--- src/rtl/add_arb_pkg.sv ---
// Shared definitions for the shared-adder arbiter: FSM encoding and default sizes.
package add_arb_pkg;

    typedef enum logic [1:0] {
        IDLE = 2'd0,
        CALC = 2'd1,
        RESP = 2'd2
    } state_t;

    localparam int DEF_WORD_SIZE = 32;
    localparam int DEF_NUM_REQ   = 4;
    localparam int DEF_ID_W      = $clog2(DEF_NUM_REQ);

endpackage

--- src/rtl/ADD_n_bit.sv ---
// Plain word_size-bit ripple-carry adder: Sum/Cout = A + B + Cin.
module ADD_n_bit #(
    parameter int word_size = 32
) (
    input  logic [word_size-1:0] A,
    input  logic [word_size-1:0] B,
    input  logic                 Cin,
    output logic [word_size-1:0] Sum,
    output logic                 Cout
);

    logic carry;

    // Carry ripples LSB to MSB through one full-adder cell per bit.
    always_comb begin
        Sum   = '0;
        carry = Cin;
        for (int i = 0; i < word_size; i++) begin
            Sum[i] = A[i] ^ B[i] ^ carry;
            carry  = (A[i] & B[i]) | (carry & (A[i] ^ B[i]));
        end
        Cout = carry;
    end

endmodule

--- src/rtl/rr_grant.sv ---
// Combinational round-robin picker: first valid requester after last_grant,
// wrapping modulo NUM_REQ. Returns one-hot grant, its index, and an any flag.
module rr_grant import add_arb_pkg::*; #(
    parameter int NUM_REQ = DEF_NUM_REQ,
    parameter int ID_W    = DEF_ID_W
) (
    input  logic [NUM_REQ-1:0] req_valid,
    input  logic [ID_W-1:0]    last_grant,
    output logic [NUM_REQ-1:0] grant,
    output logic [ID_W-1:0]    grant_id,
    output logic               any_valid
);

    logic [ID_W-1:0] idx;

    // Walk the requesters starting just past the previous winner; first hit wins.
    always_comb begin
        grant     = '0;
        grant_id  = '0;
        any_valid = 1'b0;
        idx       = '0;
        for (int k = 1; k <= NUM_REQ; k++) begin
            idx = ID_W'((int'(last_grant) + k) % NUM_REQ);
            if (!any_valid && req_valid[idx]) begin
                any_valid     = 1'b1;
                grant[idx]    = 1'b1;
                grant_id      = idx;
            end
        end
    end

endmodule

--- src/rtl/adder_share_arbiter.sv ---
// Shares one ripple adder among NUM_REQ requesters, one operation at a time,
// granted round-robin. Result is returned on a single id-tagged response channel.
// Optional macro ADD_ARB_OVF_EN adds a registered signed-overflow output rsp_ovf.
module adder_share_arbiter import add_arb_pkg::*; #(
    parameter int word_size = DEF_WORD_SIZE,
    parameter int NUM_REQ   = DEF_NUM_REQ,
    parameter int ID_W      = DEF_ID_W
) (
    input  logic                         clk,
    input  logic                         rst,
    input  logic [NUM_REQ-1:0]           req_valid,
    output logic [NUM_REQ-1:0]           req_ready,
    input  logic [NUM_REQ*word_size-1:0] req_a,
    input  logic [NUM_REQ*word_size-1:0] req_b,
    input  logic [NUM_REQ-1:0]           req_cin,
    output logic                         rsp_valid,
    input  logic                         rsp_ready,
    output logic [ID_W-1:0]              rsp_id,
    output logic [word_size-1:0]         rsp_sum,
    output logic                         rsp_cout
`ifdef ADD_ARB_OVF_EN
    ,
    output logic                         rsp_ovf
`endif
);

    state_t state, state_nxt;

    logic [NUM_REQ-1:0][word_size-1:0] a_v, b_v;
    logic [NUM_REQ-1:0]                grant;
    logic [ID_W-1:0]                   grant_id;
    logic                              any_valid;
    logic [ID_W-1:0]                   last_grant;

    logic [word_size-1:0]              op_a, op_b;
    logic                              op_cin;
    logic [ID_W-1:0]                   op_id;
    logic [word_size-1:0]              add_sum;
    logic                              add_cout;

    assign a_v = req_a;
    assign b_v = req_b;

    rr_grant #(
        .NUM_REQ (NUM_REQ),
        .ID_W    (ID_W)
    ) u_rr (
        .req_valid  (req_valid),
        .last_grant (last_grant),
        .grant      (grant),
        .grant_id   (grant_id),
        .any_valid  (any_valid)
    );

    // Adder only ever sees the latched operands, so late input changes are harmless.
    ADD_n_bit #(
        .word_size (word_size)
    ) u_add (
        .A    (op_a),
        .B    (op_b),
        .Cin  (op_cin),
        .Sum  (add_sum),
        .Cout (add_cout)
    );

    // State register.
    always_ff @(posedge clk or posedge rst) begin
        if (rst) state <= IDLE;
        else     state <= state_nxt;
    end

    // Next state: accept -> compute -> hold result until consumed.
    always_comb begin
        state_nxt = state;
        case (state)
            IDLE:    if (any_valid) state_nxt = CALC;
            CALC:    state_nxt = RESP;
            RESP:    if (rsp_ready) state_nxt = IDLE;
            default: state_nxt = IDLE;
        endcase
    end

    // Outputs: ready only to the winner while idle (and never during reset).
    always_comb begin
        req_ready = '0;
        rsp_valid = 1'b0;
        case (state)
            IDLE:    if (!rst) req_ready = grant;
            RESP:    rsp_valid = 1'b1;
            default: ;
        endcase
    end

    // Operand capture and round-robin pointer update on acceptance.
    always_ff @(posedge clk or posedge rst) begin
        if (rst) begin
            op_a       <= '0;
            op_b       <= '0;
            op_cin     <= 1'b0;
            op_id      <= '0;
            last_grant <= ID_W'(NUM_REQ - 1);
        end else if (state == IDLE && any_valid) begin
            op_a       <= a_v[grant_id];
            op_b       <= b_v[grant_id];
            op_cin     <= req_cin[grant_id];
            op_id      <= grant_id;
            last_grant <= grant_id;
        end
    end

    // Result registers load once in CALC and then hold through RESP.
    always_ff @(posedge clk or posedge rst) begin
        if (rst) begin
            rsp_id   <= '0;
            rsp_sum  <= '0;
            rsp_cout <= 1'b0;
`ifdef ADD_ARB_OVF_EN
            rsp_ovf  <= 1'b0;
`endif
        end else if (state == CALC) begin
            rsp_id   <= op_id;
            rsp_sum  <= add_sum;
            rsp_cout <= add_cout;
`ifdef ADD_ARB_OVF_EN
            // Signed overflow: like-signed operands producing an opposite-signed sum.
            rsp_ovf  <= (op_a[word_size-1] == op_b[word_size-1]) &&
                        (add_sum[word_size-1] != op_a[word_size-1]);
`endif
        end
    end

endmodule

--- config.mk ---
export PLATFORM = sky130hd
export DESIGN_NAME = adder_share_arbiter
export DESIGN_NICKNAME = d
export VERILOG_FILES = /design/src/rtl/add_arb_pkg.sv /design/src/rtl/ADD_n_bit.sv /design/src/rtl/rr_grant.sv /design/src/rtl/adder_share_arbiter.sv
export SDC_FILE = /design/constraint.sdc
export NUM_CORES = 1
export LEC_CHECK = 0
export ABC_CLOCK_PERIOD_IN_PS = 23700
export CAP_MARGIN = 0
export CORE_MARGIN = 2
export CORE_UTILIZATION = 46
export CTS_BUF_LIST = sky130_fd_sc_hd__clkbuf_16
export CTS_CLUSTER_DIAMETER = 60
export DETAILED_ROUTE_END_ITERATION = 6
export PLACE_DENSITY = 0.87
export SYNTH_ARGS = -nofsm -noshare
export SYNTH_HDL_FRONTEND = slang
export SYNTH_HIERARCHICAL = 1
export SYNTH_SLANG_ARGS = --single-unit
--- constraint.sdc ---
create_clock -name clk -period 23.7 [get_ports clk]
set_input_delay 4.74 -clock clk [delete_from_list [all_inputs] [get_ports clk]]
set_output_delay 4.74 -clock clk [all_outputs]
set_load 0.03 [all_outputs]
==> metrics.md <==
| Metric | Value |
|---|---|
| RR Endpoint | rsp_sum[31]$_DFFE_PP0N_ |
| Nets | a little over 1000 |
| Global-route wire length before repair | around 29 mm |
| Overall Power | 1.49 mW |
| Pwr dens | between 100 and 150 nW/um2 |
| Final Max Slew Viols | 0 |
| Vias per inst | ~5.5 |
| Top cell by count, worst path | fa_1 |
| Iteration-0 DRC Markers | around 210 |
| Asr flop ratio synth | 1.00 |
| CORE AREA | between 10000 and 15000 um2 |
| R2R Setup Slk | roughly 10 ns |
| Maximum vdd ir drop | roughly 0.13 mV |
| Max incr delay on CP | 0.45 ns |
| Critical path type | flip-flop to flip-flop |
| Final Cycle Share | 0.571 |
| Multi-input combinational cell area | between 3000 and 4000 um2 |
| Setup crit start | op_a[0]$_DFFE_PP0P_ |
| Maximum clock rate | 73.9 MHz |
| Worst hold path startpoint | rsp_sum[16]$_DFFE_PP0N_ |
| DR vias | approximately 4900 |
| Final Hold Viols | 0 |
| Initial core utilization | 0.471 |
| Mapped Nets | between 700 and 800 |
| Vias in the first global route | roughly 5600 |
| Row count | 44 |
| Largest net degree at the start of global routing | 58 |
| Share of cells above drive strength 1 | 0.282 |
| Tmin final | about 14 ns |
| #FFs+latches synth | between 100 and 150 |
| GPL Wtd Cong | roughly 0.84 |
| I/O Buffers | between 300 and 400 |
| Post-Syn Area per Cell | approximately 16 um2 |
| Final setup violation count | 0 |
| Synth Cell Area | slightly below 7000 um2 |
| Synth area leaders | dfrtp_1 (38%), mux4_2 (22%), mux2_2 (13%) |
| H-tree level count | 3 |
| Hold Path Stages | 1 |
| M2 GR Usage | 0.430 |
| Tot GR Track Use | 0.236 |
| LEAKAGE | roughly 4 nW |
| CTS max path bufs | 2 |
| Setup Fix Bufs, Post-CTS | 0 |
| Clock Sinks | approximately 110 |
| Chip width | approximately 130 um |
| Post-synth top area cell | dfrtp_1 |
| Initial antenna violation count | 0 |
| Diode count | 0 |
| Register Area | around 2700 um2 |
| Syn Inst Count | around 420 |
| Post-synth top area share | 0.380 |
| Yosys cell types | 42 |
| Register area share after synthesis | 0.388 |
| Pre-antenna DRT Iters | 4 |
| Clock slew at reported path FFs | roughly 0.070 ns |
| Busiest layer in global routing | met2 |
| Worst Reg2Reg Path Length in Cells | 37 |
| Type of origin of the critical path | flip-flop |
| Grt met3 use | 0.0438 |
| Worst R2R Start | op_a[0]$_DFFE_PP0P_ |
| Routed Antenna Nets | 0 |
| CTS buffer count | 9 |
| CTS tree | yes |
| I/O pins | roughly 310 |
| HPWL Detailed | 14.7 mm |
| Clock Latency Late Sink | between 0.3 and 0.4 ns |
| Root buffer cell | clkbuf_16 |
| Post-Route Skew | 0.0106 ns |
| Worst Path Required | between 20 and 25 ns |
| Post-synth EDFFs | 0 |
| Worst Path Arrival | between 10 and 15 ns |
| Yosys warning total | 6 |
| Hold EP | rsp_sum[16]$_DFFE_PP0N_ |
| Post-route insts no fill | roughly 900 |
| Hold Path Class | flip-flop to flip-flop |
| Die H | 126 um |
| Least-Margin Pin Slew | about 1.1 ns |
| Cts repair resizes | 0 |
| DRC violations left | 0 |
| Global-route met1 utilization | 0.281 |
| Hold bufs inserted after CTS | 0 |
| DR WL/cell | 20.5 um |
| Max-Cap Viols | 0 |
| Routed Wire Length | between 15 and 20 mm |
| Fillers | approximately 1000 |
| Slew HR | 0.274 |
| GR Overflow Total | 0 |
| CP Capture Type | flip-flop |
| Dominant synthesized flop cell | dfrtp_1 |
| Status | finished clean |
| CP Max Fanout | 2 |
| Setup TNS | 0 ns |
| Die ar. | approximately 16000 um2 |
| Slowest-stage cell, CP | fa_1 |
| Placed Cells | roughly 890 |
| Layout area overhead | 50.1% |
| RSZ-0062 raised after global routing | false |
[cell type report]
| cell class | count | area share |
|---|---|---|
| clock inverters | 7 | 0.00901 |
| well taps | 184 | 0.0224 |
| clock buffers | 9 | 0.0219 |
| multi-input cells | 270 | 0.381 |
| flip-flops and latches | 106 | 0.258 |
| inverters | 16 | 0.00609 |
| repair buffers | 311 | 0.302 |
[worst max-delay path, delay by kind of cell, from the launching register on]
kind | cells | cell delay [ns]
buffers and inverters | 4 | 0.26
adders and majority gates | 32 | 12.65
DFF | 1 | 0.40
muxes | 1 | 0.13
[worst max path at each step]
| stage | to | slack, ns | cells after the start |
|---|---|---|---|
| CTS | rsp_sum[31]$_DFFE_PP0N_ | 10.20 | 37 |
| detailed placement | rsp_sum[31]$_DFFE_PP0N_ | 10.34 | 37 |
| floorplan | rsp_sum[31]$_DFFE_PP0N_ | 10.99 | 37 |
| finish | rsp_sum[31]$_DFFE_PP0N_ | 10.17 | 37 |
| global placement | rsp_sum[31]$_DFFE_PP0N_ | 10.53 | 37 |
| global route | rsp_sum[31]$_DFFE_PP0N_ | 9.77 | 37 |
[per-stage QoR]
stage	area, um2	hold WS [ns]	util	setup WS, ns
2_1_floorplan	6850	0.477	-	10.99
5_1_grt	10300	0.525	0.707	9.77
4_1_cts	10300	0.507	0.707	10.20
3_5_place_dp	9960	0.492	0.685	10.34
6_report	10300	0.505	0.707	10.17
3_3_place_gp	9960	0.486	0.685	10.53
[metal layers]
metal	wire, um	share of wire	up-vias
li1	-	-	2182
met1	6960	0.38	2504
met2	10000	0.54	212
met3	1110	0.060	34
met4	459	0.025	0
met5	0	0	-
[state kept, by name (all words and copies together) (netlist names)]
register	cells
last_grant	2
op_a	32
op_b	32
op_cin	1
op_id	2
rsp_cout	1
rsp_id	2
rsp_sum	32
state	2
[cells in the final DEF, fill, tap and decap left out, drive strengths merged, types with 2 or more instances in the layout]
cell,instances
mux2i,3
o21ai,8
nand2,12
a211oi,2
buf,5
ha,8
inv,17
clkdlybuf4s50,306
dfrtp,104
fa,32
a21oi,3
clkinv,3
a221oi,2
and2,4
clkbuf,9
mux2,104
nor2,6
bufinv,2
a221o,4
nand2b,3
mux4,66
dfstp,2
a21boi,2
nor3,2
[cell families after synthesis]
logic type	share of synthesized area
muxes	0.408
DFF	0.388
buffers and inverters	0.0427
adders and majority gates	0.108
and+or+nand+nor	0.0237
AOI/OAI and AO/OA	0.0294
[Yosys cell counts, types with 2 or more instances]
cell type	number
inv_1	15
mux4_2	66
ha_1	8
a21boi_0	2
nand2b_1	3
a21oi_1	2
a221o_1	4
fa_1	32
buf_2	17
buf_6	4
buf_12	4
mux2_4	26
o21ai_1	5
dfrtp_1	104
and2_1	4
clkbuf_1	3
mux2_2	78
mux2i_1	2
nor2_1	5
dfstp_2	2
o21ai_0	3
nand2_1	12
nor3_1	2
[report_power, final]
| part | internal [mW] | total, mW | switching [mW] |
|---|---|---|---|
| clock | 0.0925 | 0.159 | 0.0667 |
| combinational | 0.544 | 0.969 | 0.425 |
| sequential | 0.285 | 0.363 | 0.0778 |
Note: power is estimated with default switching activity, not from simulation.
